File: config.mk
export PLATFORM = sky130hd
export DESIGN_NAME = y_pc_sequencer
export DESIGN_NICKNAME = d
export VERILOG_FILES = /design/src/rtl/y_pc_sequencer_pkg.sv /design/src/rtl/y_pc_sequencer_decode.sv /design/src/rtl/y_pc_sequencer.sv
export SDC_FILE = /design/constraint.sdc
export NUM_CORES = 1
export LEC_CHECK = 0
export ABC_AREA = 1
export CORE_UTILIZATION = 25
export CTS_BUF_LIST = sky130_fd_sc_hd__clkbuf_4
export CTS_CLUSTER_DIAMETER = 120
export DETAILED_ROUTE_END_ITERATION = 10
export PLACE_DENSITY = 0.48
export SKIP_CTS_REPAIR_TIMING = 1
export SLEW_MARGIN = 20
export SYNTH_ARGS = -nofsm -noshare
export SYNTH_HDL_FRONTEND = slang
export SYNTH_HIERARCHICAL = 1
export SYNTH_SLANG_ARGS = --single-unit
File: constraint.sdc
create_clock -name clk -period 4.08 [get_ports clk]
set_input_delay 1.02 -clock clk [delete_from_list [all_inputs] [get_ports clk]]
set_output_delay 1.02 -clock clk [all_outputs]
set_load 0.02 [all_outputs]
File: src/rtl/y_pc_sequencer_pkg.sv
// -----------------------------------------------------------------------------
// y_pc_sequencer_pkg
//   Shared definitions for the instruction sequencer and its control decoder:
//   opcode and ALU-op encodings, FSM state encoding, the decoded control
//   bundle and the next-PC arithmetic.
// -----------------------------------------------------------------------------
package y_pc_sequencer_pkg;

    // Major opcodes, ins[6:0]
    localparam logic [6:0] OPC_R    = 7'h33;
    localparam logic [6:0] OPC_LW   = 7'h03;
    localparam logic [6:0] OPC_ADDI = 7'h13;
    localparam logic [6:0] OPC_SW   = 7'h23;
    localparam logic [6:0] OPC_BEQ  = 7'h63;
    localparam logic [6:0] OPC_JAL  = 7'h6F;

    // ALU operation codes understood by yEX
    localparam logic [2:0] ALU_ADD = 3'b010;
    localparam logic [2:0] ALU_SUB = 3'b110;
    localparam logic [2:0] ALU_AND = 3'b000;
    localparam logic [2:0] ALU_OR  = 3'b001;

    // R-type function selector {funct7[5], funct3}
    localparam logic [3:0] FN_ADD = 4'b0_000;
    localparam logic [3:0] FN_SUB = 4'b1_000;
    localparam logic [3:0] FN_AND = 4'b0_111;
    localparam logic [3:0] FN_OR  = 4'b0_110;

    // Sequencer states
    localparam logic [1:0] S_FETCH = 2'd0;
    localparam logic [1:0] S_EXEC  = 2'd1;
    localparam logic [1:0] S_HALT  = 2'd2;

    // Datapath control bundle
    typedef struct packed {
        logic       reg_write;
        logic       alu_src;
        logic       mem_read;
        logic       mem_write;
        logic       mem2reg;
        logic [2:0] op;
        logic       beq;
        logic       jal;
    } ctl_t;

    // Quiescent controls: no writes, ALU set up for a harmless imm add.
    localparam ctl_t CTL_IDLE = '{
        reg_write: 1'b0,
        alu_src:   1'b1,
        mem_read:  1'b0,
        mem_write: 1'b0,
        mem2reg:   1'b0,
        op:        ALU_ADD,
        beq:       1'b0,
        jal:       1'b0
    };

    // Next PC; all arithmetic is 32-bit modulo, wrap-around is intended.
    function automatic logic [31:0] next_pc(
        input logic [31:0] pc,
        input logic        take_branch,
        input logic        take_jal,
        input logic [31:0] imm,
        input logic [31:0] jtarget
    );
        if (take_branch) begin
            return pc + (imm << 1);
        end
        if (take_jal) begin
            return pc + (jtarget << 2);
        end
        return pc + 32'd4;
    endfunction

endpackage

File: src/rtl/y_pc_sequencer_decode.sv
// -----------------------------------------------------------------------------
// y_ctl_decode
//   Purely combinational instruction decoder. Maps the opcode and R-type
//   function fields to the datapath control bundle and flags encodings the
//   datapath does not implement. Qualification by the sequencer state is done
//   by the caller.
// Ports
//   ins      in   32   instruction word
//   ctl      out  ctl_t decoded controls (unqualified)
//   illegal  out  1    unknown opcode or R-type function encoding
// -----------------------------------------------------------------------------
module y_ctl_decode
    import y_pc_sequencer_pkg::*;
(
    input  logic [31:0] ins,
    output ctl_t        ctl,
    output logic        illegal
);

    logic [6:0] opcode;
    logic [3:0] rfunct;
    logic       unused_ins_bits;

    assign opcode = ins[6:0];
    assign rfunct = {ins[30], ins[14:12]};

    // Register/immediate fields are consumed by yID, not by the decoder.
    assign unused_ins_bits = &{ins[31], ins[29:15], ins[11:7]};

    always_comb begin
        // NOTE: every output gets a default before the case, so no path
        // leaves a value unassigned and no latch is inferred.
        ctl     = CTL_IDLE;
        illegal = 1'b0;

        case (opcode)
            OPC_R: begin
                ctl.reg_write = 1'b1;
                ctl.alu_src   = 1'b0;
                case (rfunct)
                    FN_ADD:  ctl.op = ALU_ADD;
                    FN_SUB:  ctl.op = ALU_SUB;
                    FN_AND:  ctl.op = ALU_AND;
                    FN_OR:   ctl.op = ALU_OR;
                    default: begin
                        ctl.op  = ALU_ADD;
                        illegal = 1'b1;
                    end
                endcase
            end

            OPC_LW: begin
                ctl.reg_write = 1'b1;
                ctl.alu_src   = 1'b1;
                ctl.mem_read  = 1'b1;
                ctl.mem2reg   = 1'b1;
                ctl.op        = ALU_ADD;
            end

            OPC_ADDI: begin
                ctl.reg_write = 1'b1;
                ctl.alu_src   = 1'b1;
                ctl.op        = ALU_ADD;
            end

            OPC_SW: begin
                ctl.mem_write = 1'b1;
                ctl.alu_src   = 1'b1;
                ctl.op        = ALU_ADD;
            end

            OPC_BEQ: begin
                ctl.alu_src = 1'b0;
                ctl.op      = ALU_SUB;
                ctl.beq     = 1'b1;
            end

            OPC_JAL: begin
                ctl.reg_write = 1'b1;
                ctl.alu_src   = 1'b1;
                ctl.op        = ALU_ADD;
                ctl.jal       = 1'b1;
            end

            // Unknown opcode executes as a NOP with the illegal flag raised.
            default: begin
                illegal = 1'b1;
            end
        endcase
    end

endmodule

File: src/rtl/y_pc_sequencer.sv
// -----------------------------------------------------------------------------
// y_pc_sequencer
//   Instruction sequencer in front of the yIF..yWB single-cycle datapath.
//   Each instruction takes two cycles: FETCH (yIF reads ins at PCin) and EXEC
//   (controls valid, datapath state commits on the closing edge). The PC and
//   retire counter advance on the edge that ends EXEC. After MAX_INSNS
//   retirements (0 = unlimited) the sequencer parks in HALT until rst.
// Parameters
//   RESET_PC   program entry point loaded on reset
//   MAX_INSNS  instruction budget before HALT; 0 runs forever
//   CNT_W      width of insn_count
// Ports
//   clk         in   1      rising-edge clock
//   rst         in   1      synchronous reset, active-high
//   ins         in   32     instruction from yIF
//   zero        in   1      ALU zero flag from yEX
//   imm         in   32     immediate from yID
//   jTarget     in   32     jump offset from yID
//   PCin        out  32     current PC to yIF
//   fetch       out  1      FETCH state
//   exec        out  1      EXEC state; controls valid
//   RegWrite    out  1      register-file write enable
//   ALUSrc      out  1      ALU B operand select (1 = imm)
//   MemRead     out  1      data-memory read enable
//   MemWrite    out  1      data-memory write enable
//   Mem2Reg     out  1      writeback select (1 = memOut)
//   op          out  3      ALU operation
//   beq         out  1      conditional branch in EXEC
//   jal         out  1      jump-and-link in EXEC
//   illegal     out  1      unknown encoding in EXEC
//   halted      out  1      HALT state
//   insn_count  out  CNT_W  instructions retired since reset (saturating)
// -----------------------------------------------------------------------------
module y_pc_sequencer
    import y_pc_sequencer_pkg::*;
#(
    parameter logic [31:0] RESET_PC  = 32'h28,
    parameter int unsigned MAX_INSNS = 43,
    parameter int unsigned CNT_W     = 16
) (
    input  logic             clk,
    input  logic             rst,
    input  logic [31:0]      ins,
    input  logic             zero,
    input  logic [31:0]      imm,
    input  logic [31:0]      jTarget,
    output logic [31:0]      PCin,
    output logic             fetch,
    output logic             exec,
    output logic             RegWrite,
    output logic             ALUSrc,
    output logic             MemRead,
    output logic             MemWrite,
    output logic             Mem2Reg,
    output logic [2:0]       op,
    output logic             beq,
    output logic             jal,
    output logic             illegal,
    output logic             halted,
    output logic [CNT_W-1:0] insn_count
);

    logic [1:0]       state;
    logic [31:0]      pc;
    logic [CNT_W-1:0] count;

    ctl_t             dec_ctl;
    logic             dec_illegal;
    ctl_t             ctl;

    logic [31:0]      pc_next;
    logic [CNT_W-1:0] count_inc;
    logic             budget_done;

    // ------------------------------------------------------------------
    // Decode
    // ------------------------------------------------------------------
    y_ctl_decode u_decode (
        .ins     (ins),
        .ctl     (dec_ctl),
        .illegal (dec_illegal)
    );

    assign fetch  = (state == S_FETCH);
    assign exec   = (state == S_EXEC);
    assign halted = (state == S_HALT);

    // Controls are only meaningful while executing; otherwise hold idle.
    always_comb begin
        ctl = CTL_IDLE;
        if (exec) begin
            ctl = dec_ctl;
        end
    end

    // Write enables are also killed by rst so a reset landing on the closing
    // edge of EXEC cannot let a register or memory write commit.
    assign RegWrite = ctl.reg_write & ~rst;
    assign MemWrite = ctl.mem_write & ~rst;
    assign ALUSrc   = ctl.alu_src;
    assign MemRead  = ctl.mem_read;
    assign Mem2Reg  = ctl.mem2reg;
    assign op       = ctl.op;
    assign beq      = ctl.beq;
    assign jal      = ctl.jal;
    assign illegal  = exec & dec_illegal;

    assign PCin       = pc;
    assign insn_count = count;

    // ------------------------------------------------------------------
    // Next-state arithmetic
    // ------------------------------------------------------------------
    assign pc_next = next_pc(pc, dec_ctl.beq & zero, dec_ctl.jal, imm, jTarget);

    // Retire counter saturates rather than wrapping.
    assign count_inc = (count == '1) ? count : count + 1'b1;

    // Budget reached when the instruction now retiring is number MAX_INSNS.
    assign budget_done = (MAX_INSNS != 0) && (32'(count_inc) == MAX_INSNS);

    // ------------------------------------------------------------------
    // FSM, PC and retire counter
    // ------------------------------------------------------------------
    always_ff @(posedge clk) begin
        // NOTE: sequential state uses non-blocking assignments so every
        // register samples pre-edge values regardless of statement order.
        if (rst) begin
            state <= S_FETCH;
            pc    <= RESET_PC;
            count <= '0;
        end else begin
            case (state)
                S_FETCH: begin
                    state <= S_EXEC;
                end
                S_EXEC: begin
                    pc    <= pc_next;
                    count <= count_inc;
                    state <= budget_done ? S_HALT : S_FETCH;
                end
                S_HALT: begin
                    state <= S_HALT;
                end
                // Unreachable encoding: park safely until the next reset.
                default: begin
                    state <= S_HALT;
                end
            endcase
        end
    end

endmodule
==> results of run 1 <==
synth_stat cells, drive strengths merged (7+ instances only):
master | number | area, um^2
nand3 | 123 | 621
o211ai | 7 | 52.6
nor3 | 13 | 70.1
ha | 60 | 751
o21ai | 54 | 270
nand3b | 9 | 67.6
o21bai | 8 | 60.1
dfxtp | 49 | 981
nor2 | 176 | 712
nand4 | 17 | 106
xor2 | 12 | 113
a21oi | 78 | 394
inv | 276 | 1040
nand2 | 476 | 1800
clkbuf | 21 | 78.8
flip-flops by register name, indices dropped and copies added (netlist names):
register    cells
insn_count     16
PCin           31
state           2
report_power, final:
part	leakage (nW)	switching, mW	internal [mW]
sequential	0.404	0.0735	0.516
clock	0.0316	0.189	0.0686
combinational	4.65	0.454	0.323
cells by family (layout without fill, tap and decap cells):
logic type,count (synthesis),in the layout,share of synthesized area [%]
AND/OR/NAND/NOR,823,823,46.8
buffers and inverters,303,442,15.6
AO/OA/AOI/OAI,155,155,11.4
adder cells (fa/ha/maj),62,62,10.8
flip-flops,49,49,13.4
XOR/XNOR,16,16,2.01
other,1,1,0.0511
worst max-delay path by stage:
stage | slack [ns] | cells past startpoint | endpoint | from
global route | 0.02 | 10 | beq | ins[5]
floorplan | 0.57 | 22 | PCin[18]$_SDFFE_PP0P_ | ins[4]
detailed placement | 0.04 | 19 | PCin[21]$_SDFFE_PP0P_ | ins[1]
global placement | 0.05 | 19 | PCin[29]$_SDFFE_PP0P_ | ins[1]
finish | 0.20 | 8 | op[1] | ins[6]
CTS | 0.13 | 10 | ALUSrc | ins[5]
worst register-to-register path, delay by kind of cell, from the launching register on:
| family | cells | cell delay, ns |
|---|---|---|
| AOI/OAI and AO/OA | 1 | 0.14 |
| DFF | 1 | 0.45 |
| adders and majority gates | 1 | 0.40 |
| and+or+nand+nor | 8 | 1.14 |
| buffers and inverters | 1 | 0.07 |
stage by stage:
stage / utilization (%) / cells
4_1_cts: 32.3 / 1932
6_report: 32.3 / 1932
2_1_floorplan: - / 1409
3_5_place_dp: 32.1 / 1924
3_3_place_gp: 32.1 / 1924
5_1_grt: 32.3 / 1932
final cells by class:
| cell class | instances | share of cell area [%] |
|---|---|---|
| clock buffer | 5 | 0.403 |
| clock inverter | 3 | 0.228 |
| inverter | 277 | 11.2 |
| multi-input combinational | 1057 | 56.0 |
| sequential | 49 | 10.5 |
| tap | 384 | 5.16 |
| timing repair buffer | 157 | 16.5 |
per-layer routing:
metal / up-vias / GRT usage, %
met3: 22 / 2.98
met2: 195 / 33.9
met1: 3758 / 22.3
met4: 0 / 3.06
li1: 4652 / -
met5: - / 0
==> impl_metrics.yaml, run 1 <==
cells_and_area:
  finish.instance_area_um2: 9310
  multi_input_area_um2: 5220
  final_cell_mix: "nand2_1, inv_1, nor2_1, clkdlybuf4s50_1, nand3_1"
  drive_above_1_share_pct: 3.55
  regArea_um2: 981
  num-fill-cells: 3347
  final_common_cell: "nand2_1"
  num-nets-final: 1708
  areaGrowthSynthToFinish_pct: 26.8
  antenna_cells: 0
synth:
  synth.distinct_cells: 39
  synthArstFlopShare_pct: 0
  yosysSeqAreaShare_pct: 13.4
  synth_edf_count: 0
  postSynthCellCount: 1409
  yosysWarnings: 6
  synth-main-ff-cell: "dfxtp_1"
  syn_area_um2: 7340
  syn-num-nets: 1570
  synth_seq_cells: 49
  syn-mean-instance-area_um2: 5.21
clock_network:
  cts_tree: "yes"
  cts_buffers: 5
  clk_latency_ns: 0.40
  cts_root_buf: "clkbuf_4"
  clk_path_buf_depth: 2
  cts.reportedPaths.clkPinSlew_ns: 0.18
  htree_levels: 2
  cts.sinks: 49
timing:
  hold_viol: 0
  fin_crit_ns: 3.88
  worst_pin_slew_ns: 0.849
  setup_tns_ns: 0
  finalSetupViolCount: 0
  holdWs_ns: 0.462
  layout_setup_ws_ns: 0.197
  rsz0062_at_grt: "false"
  timing.final.max_slew_violations: 0
  worst_slew_margin_rel_pct: 43.3
  period_share_pct: 95.2
  max_freq_mhz: 258
  skew_ns: 0.0263
power:
  irDropWorstVdd_mv: 0.108
  power_mw: 1.62
  power.density_nw_per_um2: 174
  p_leak_nw: 5.08
run:
  max_cap_violations: 0
critical_path:
  end_kind: "output pin"
  r2r-end: "PCin[30]$_SDFFE_PP0P_"
  critPathBufInv: 3
  r2r_slack_ns: 1.79
  critPathArrivalTime_ns: 2.86
  reg2reg_from: "PCin[10]$_SDFFE_PP0P_"
  crit_path_max_incr_delay_ns: 0.54
  crit_fanout: 4
  worstSetupPathType: "input pin to output pin"
  cpMostUsedCell: "clkdlybuf4s50_1"
  critPathSlowestCell: "clkdlybuf4s50_1"
  crit_required_ns: 3.06
  reg2reg_depth: 11
  cp_top_family: "buffers and inverters"
  startpoint_type: "input pin"
  crit_path_cell_trace: "clkdlybuf4s50_1, buf_4, nor2_2, nand3_2, nor2_4, nand2_2, or2_2, clkdlybuf4s50_1"
global_route:
  antenna_found_initial: 0
  grt_max_degree: 75
  grt_pass1_vias: 8159
  grt_usage_pct: 18.3
  grt_pass1_wl_um: 43500
  grt-ovfl-total: 0
detailed_routing:
  dr_wl_met2_um: 13500
  first_iter_violations: 453
  viasPerCell: 4.47
  met1_length_um: 12200
  first_pass_iters: 5
  drt_wl_total_um: 27500
  drc_errors: 0
  ant_nets: 0
  wl_met3_um: 1400
  via_count: 8627
  top_layer: "met4"
  routedWlPerCell_um: 14.3
floorplan:
  core_area_um2: 28800
  dieWidth_um: 173
  die_area_um2: 30100
  fp.dieH_um: 173
  num_rows: 62
  io_pins: 161
  floorplan.initialDensity_pct: 25.5
place:
  dp_hpwl_um: 23100
  place_area_um2: 9250
  port_buffers: 135
  place.gp.congestion: 0.875
  preCtsSetupSlack_ns: 0.0364
min_path:
  hold_path_depth: 1
  min_to: "state[0]$_SDFF_PP0_"
  hp-class: "register to register"
  hold_start: "state[1]$_SDFF_PP0_"
outcome:
  status: "finished, final reports clean"
(Power assumes the default switching activity.)
==> inputs of run 2 (changes only) <==
--- a/config.mk
+++ b/config.mk
@@ -10,7 +10,8 @@
 export CTS_BUF_LIST = sky130_fd_sc_hd__clkbuf_4
 export CTS_CLUSTER_DIAMETER = 120
 export DETAILED_ROUTE_END_ITERATION = 10
-export PLACE_DENSITY = 0.48
+export DONT_BUFFER_PORTS = 1
+export PLACE_DENSITY = 0.41
 export SKIP_CTS_REPAIR_TIMING = 1
 export SLEW_MARGIN = 20
 export SYNTH_ARGS = -nofsm -noshare
==> run 2 against run 1 <==
Sequential power is 7.8% higher. Hold slack better by 0.0093 ns. Critical path type is now input pin to register. Setup slack better by 0.62 ns.
==> impl_metrics.yaml, run 2 (synthesis gave the netlist of run 1 again) <==
outcome:
  status: "finished, final reports clean"
critical_path:
  end_kind: "register"
  reg2reg_from: "PCin[1]$_SDFFE_PP0P_"
  crit_required_ns: 4.39
  cpMostUsedCell: "nand2_1"
  reg2reg_depth: 13
  startpoint: "ins[1]"
  worstSetupPathType: "input pin to register"
  crit_path_max_incr_delay_ns: 0.44
  startpoint_type: "input pin"
  critPathSlowestCell: "fa_1"
  r2r-end: "PCin[21]$_SDFFE_PP0P_"
  r2r_slack_ns: 1.54
  crit_fanout: 5
  critPathArrivalTime_ns: 3.57
  crit_path_cell_trace: "nand2_1, nor2_1, nand2_1, inv_1, inv_1, or2_2, ha_1, fa_1, nand2_1, inv_1, nand2_1, nand2_1, nand3_1, nand3b_1, nand2_1, nand2_1, nand2_1, nand3_1, nand2_1, a21oi_1"
cells_and_area:
  final_common_cell: "nand2_1"
  final_cell_mix: "nand2_1, inv_1, nor2_1, nand3_1, a21oi_1"
  areaGrowthSynthToFinish_pct: 6.42
  final_cells: 1780
  num-fill-cells: 3370
  largest_reg_flops: 31
  utilization_pct: 27.1
  antenna_cells: 0
  num-nets-final: 1556
  drive_above_1_share_pct: 2.72
place:
  place.gp.congestion: 0.844
  dp.cells: 1772
  port_buffers: 0
  dp_hpwl_um: 22700
timing:
  rsz0062_at_grt: "false"
  worst_pin_slew_ns: 0.848
  worst_slew_margin_rel_pct: 43.4
  finalSetupViolCount: 0
  fin_crit_ns: 3.26
  skew_ns: 0.0134
  timing.final.max_slew_violations: 0
  max_freq_mhz: 306
  setup_tns_ns: 0
  period_share_pct: 80.0
  hold_viol: 0
detailed_routing:
  drc_errors: 0
  first_iter_violations: 435
  via_count: 8087
  ant_nets: 0
  first_pass_iters: 5
  routedWlPerCell_um: 15.1
  drt_wl_total_um: 27000
  viasPerCell: 4.54
clock_network:
  clk_latency_ns: 0.41
  cts.sinks: 49
  cts_buffers: 5
  cts_tree: "yes"
  cts.reportedPaths.clkPinSlew_ns: 0.17
  clk_path_buf_depth: 2
  cts_root_buf: "clkbuf_4"
  htree_levels: 2
floorplan:
  num_rows: 62
  core_area_um2: 28800
  die_area_um2: 30100
  io_pins: 161
  floorplan.initialDensity_pct: 25.5
  dieWidth_um: 173
  fp.dieH_um: 173
min_path:
  hold_path_depth: 1
  hp-class: "register to register"
  min_to: "state[0]$_SDFF_PP0_"
  hold_start: "state[1]$_SDFF_PP0_"
global_route:
  grt_usage_pct: 17.8
  grt_max_degree: 76
  grt_pass1_vias: 7582
  grt-ovfl-total: 0
  antenna_found_initial: 1
  grt_pass1_wl_um: 41700
power:
  irDropWorstVdd_mv: 0.103
  p_leak_nw: 4.47
  power.density_nw_per_um2: 186
run:
  max_cap_violations: 0
## run 2: critical path: cells and delay by family
| kind | cells | cell delay, ns |
|---|---|---|
| fa+ha+maj | 2 | 0.69 |
| compound gates | 1 | 0.08 |
| simple gates | 14 | 1.56 |
| buf+inv | 3 | 0.22 |
## run 2: worst max-delay path by stage
stage                            end  slack [ns]  cells past startpoint
3_3_place_gp   PCin[30]$_SDFFE_PP0P_        0.37                     20
3_5_place_dp   PCin[30]$_SDFFE_PP0P_        0.34                     20
2_1_floorplan  PCin[18]$_SDFFE_PP0P_        0.57                     22
4_1_cts        PCin[30]$_SDFFE_PP0P_        0.79                     20
5_1_grt        PCin[18]$_SDFFE_PP0P_        0.52                     21
6_report       PCin[30]$_SDFFE_PP0P_        0.82                     20
## run 2: per-stage QoR
step	instance area (um^2)	hold WS (ns)	power, mW	setup WS [ns]
floorplan	7340	0.421	1.04	0.571
CTS	7810	0.467	1.48	0.794
finish	7810	0.472	1.45	0.817
global route	7810	0.486	1.58	0.522
global placement	7750	0.441	1.21	0.370
detailed placement	7750	0.435	1.22	0.338
## run 2: power breakdown
part           internal (mW)  switching (mW)  total [mW]
clock                 0.0668           0.184       0.251
combinational          0.191           0.373       0.564
sequential             0.516           0.121       0.636
total                  0.773           0.678        1.45
## run 2: final cells by class
| type | count | area (um^2) | area share, % |
|---|---|---|---|
| repair buffers | 5 | 37.5 | 0.480 |
| clock inverters | 3 | 22.5 | 0.288 |
| multi-input cells | 1057 | 5220 | 66.7 |
| well taps | 384 | 480 | 6.15 |
| flip-flops and latches | 49 | 981 | 12.6 |
| inverters | 277 | 1040 | 13.3 |
| clock buffers | 5 | 37.5 | 0.480 |
## run 2: layer usage
layer,GRT usage [%],wire length (um),vias up
met4,1.92,174,2
li1,-,-,4358
met1,21.1,11500,3507
met3,4.93,2020,12
met5,0,13,-
met2,32.6,13300,208
==> inputs of run 3 (changes only) <==
--- a/config.mk
+++ b/config.mk
@@ -11,7 +11,7 @@
 export CTS_CLUSTER_DIAMETER = 120
 export DETAILED_ROUTE_END_ITERATION = 10
 export DONT_BUFFER_PORTS = 1
-export PLACE_DENSITY = 0.41
+export PLACE_DENSITY = 0.43
 export SKIP_CTS_REPAIR_TIMING = 1
 export SLEW_MARGIN = 20
 export SYNTH_ARGS = -nofsm -noshare
==> constraint.sdc (replaced) <==
create_clock -name clk -period 2.88 [get_ports clk]
set_input_delay 0.72 -clock clk [delete_from_list [all_inputs] [get_ports clk]]
set_output_delay 0.72 -clock clk [all_outputs]
set_load 0.02 [all_outputs]
==> run 3 against run 2 <==
Flip-flop and latch count did not move. Cell count is 4.7% higher. Sequential share of layout area is 1.0 points lower. Global-route usage rose by 0.18 points. Hold slack lost 0.14 ns. Via count up 2.4%. Final area is 9.0% higher. Register-to-register slack worse by 1.1 ns. Clock power grew 55%. Largest cell class unchanged.
==> impl_metrics.yaml, run 3 (synthesis gave the netlist of run 1 again) <==
outcome:
  status: "finished, final reports clean"
power:
  irDropWorstVdd_mv: 0.156
  seqPwrFrac_pct: 40.0
  p_leak_nw: 4.91
  pwr-share-clk_pct: 17.9
  p_int_mw: 1.18
  p_sw_share_pct: 45.9
  power.density_nw_per_um2: 256
  combPwrFrac_pct: 42.1
  power_mw: 2.18
  netSwitchingPower_mw: 0.999
clock_network:
  cts_root_buf: "clkbuf_4"
  htree_levels: 2
  clk_path_buf_depth: 2
  clk_latency_ns: 0.42
  cts_buffers: 5
  cts_tree: "yes"
  cts.sinks: 49
  cts.reportedPaths.clkPinSlew_ns: 0.19
detailed_routing:
  via_count: 8284
  drc_errors: 0
  routedWlPerCell_um: 14.6
  first_iter_violations: 494
  drt_wl_total_um: 27300
  viasPerCell: 4.44
  ant_nets: 0
  first_pass_iters: 7
timing:
  worst_slew_margin_rel_pct: 41.7
  finalSetupViolCount: 0
  holdWs_ns: 0.329
  skew_ns: 0.0207
  rsz0062_at_grt: "false"
  fin_crit_ns: 2.58
  worst_pin_slew_ns: 0.874
  period_share_pct: 89.6
  setup_tns_ns: 0
  max_freq_mhz: 387
  hold_viol: 0
  timing.final.max_slew_violations: 0
cells_and_area:
  antenna_cells: 0
  num-nets-final: 1640
  num-fill-cells: 3359
  drive_above_1_share_pct: 8.72
  finish.instance_area_um2: 8520
  final_cell_mix: "nand2_1, inv_1, nor2_1, nand3_1, buf_4"
  multi_input_area_um2: 5240
  largest_reg_flops: 31
  final_cells: 1864
  regArea_um2: 981
  final_common_cell: "nand2_1"
  areaGrowthSynthToFinish_pct: 16.0
global_route:
  grt_pass1_wl_um: 42400
  antenna_found_initial: 0
  grt_pass1_vias: 7967
  grt-ovfl-total: 0
  grt_max_degree: 76
  grt_usage_pct: 18.0
floorplan:
  dieWidth_um: 173
  io_pins: 161
  num_rows: 62
  fp.dieH_um: 173
  core_area_um2: 28800
  floorplan.initialDensity_pct: 25.5
  die_area_um2: 30100
critical_path:
  crit_required_ns: 3.19
  worstSetupPathType: "input pin to register"
  crit_fanout: 29
  critPathArrivalTime_ns: 2.89
  startpoint_type: "input pin"
  end_kind: "register"
  r2r_slack_ns: 0.49
min_path:
  hp-class: "input pin to register"
place:
  dp_hpwl_um: 23300
  place_area_um2: 8440
  port_buffers: 0
  place.gp.congestion: 0.864
  dp.cells: 1856
run:
  max_cap_violations: 0
## run 3: critical path, stage by stage
cell and delay [ns]:
nand2_1 0.07, nor2_1 0.11, nand2_1 0.08, inv_2 0.10, buf_12 0.17, nand2_1 0.07
inv_1 0.07, ha_1 0.24, buf_4 0.15, nand2_1 0.05, nand2_1 0.06, a21oi_1 0.21
nand3_1 0.25, nand2_1 0.16, nand3_1 0.08, nand2_1 0.06, nand3_1 0.08, nand2_1 0.08
a21oi_1 0.08
## run 3: final cells by class
cell class | instances | share of cell area [%]
clock buffers | 5 | 0.441
clock inverters | 3 | 0.338
repair buffers | 89 | 8.29
well taps | 384 | 5.64
multi-input cells | 1057 | 61.6
inverters | 277 | 12.2
flip-flops and latches | 49 | 11.5
## run 3: routing by layer
layer	vias to the layer above	share of wire, %	GRT usage, %
met5	-	0	0
met4	0	1.9	3.76
met3	28	6.0	3.75
met2	188	49	33.0
met1	3540	43	21.3
li1	4528	-	-
## run 3: stage by stage
stage	utilization, %	setup slack [ns]
finish	29.6	0.298
CTS	29.6	0.196
floorplan	-	0.000684
detailed placement	29.3	-0.220
global route	29.6	0.00789
global placement	29.3	-0.249
## run 3: power groups by stage
stage	clock (mW)	combinational [mW]	sequential, mW
floorplan	0	0.618	0.863
global placement	0	0.911	0.891
detailed placement	0	0.917	0.892
CTS	0.414	0.922	0.877
global route	0.429	1.05	0.882
finish	0.389	0.918	0.872
## run 3: path summary, 6_finish.rpt
path	from	end	depth (start not counted)
setup / recovery	ins[1]	PCin[28]$_SDFFE_PP0P_	19
hold / removal	rst	state[1]$_SDFF_PP0_	1
setup reg to reg	PCin[11]$_SDFFE_PP0P_	PCin[21]$_SDFFE_PP0P_	13
hold reg to reg	state[1]$_SDFF_PP0_	state[0]$_SDFF_PP0_	1
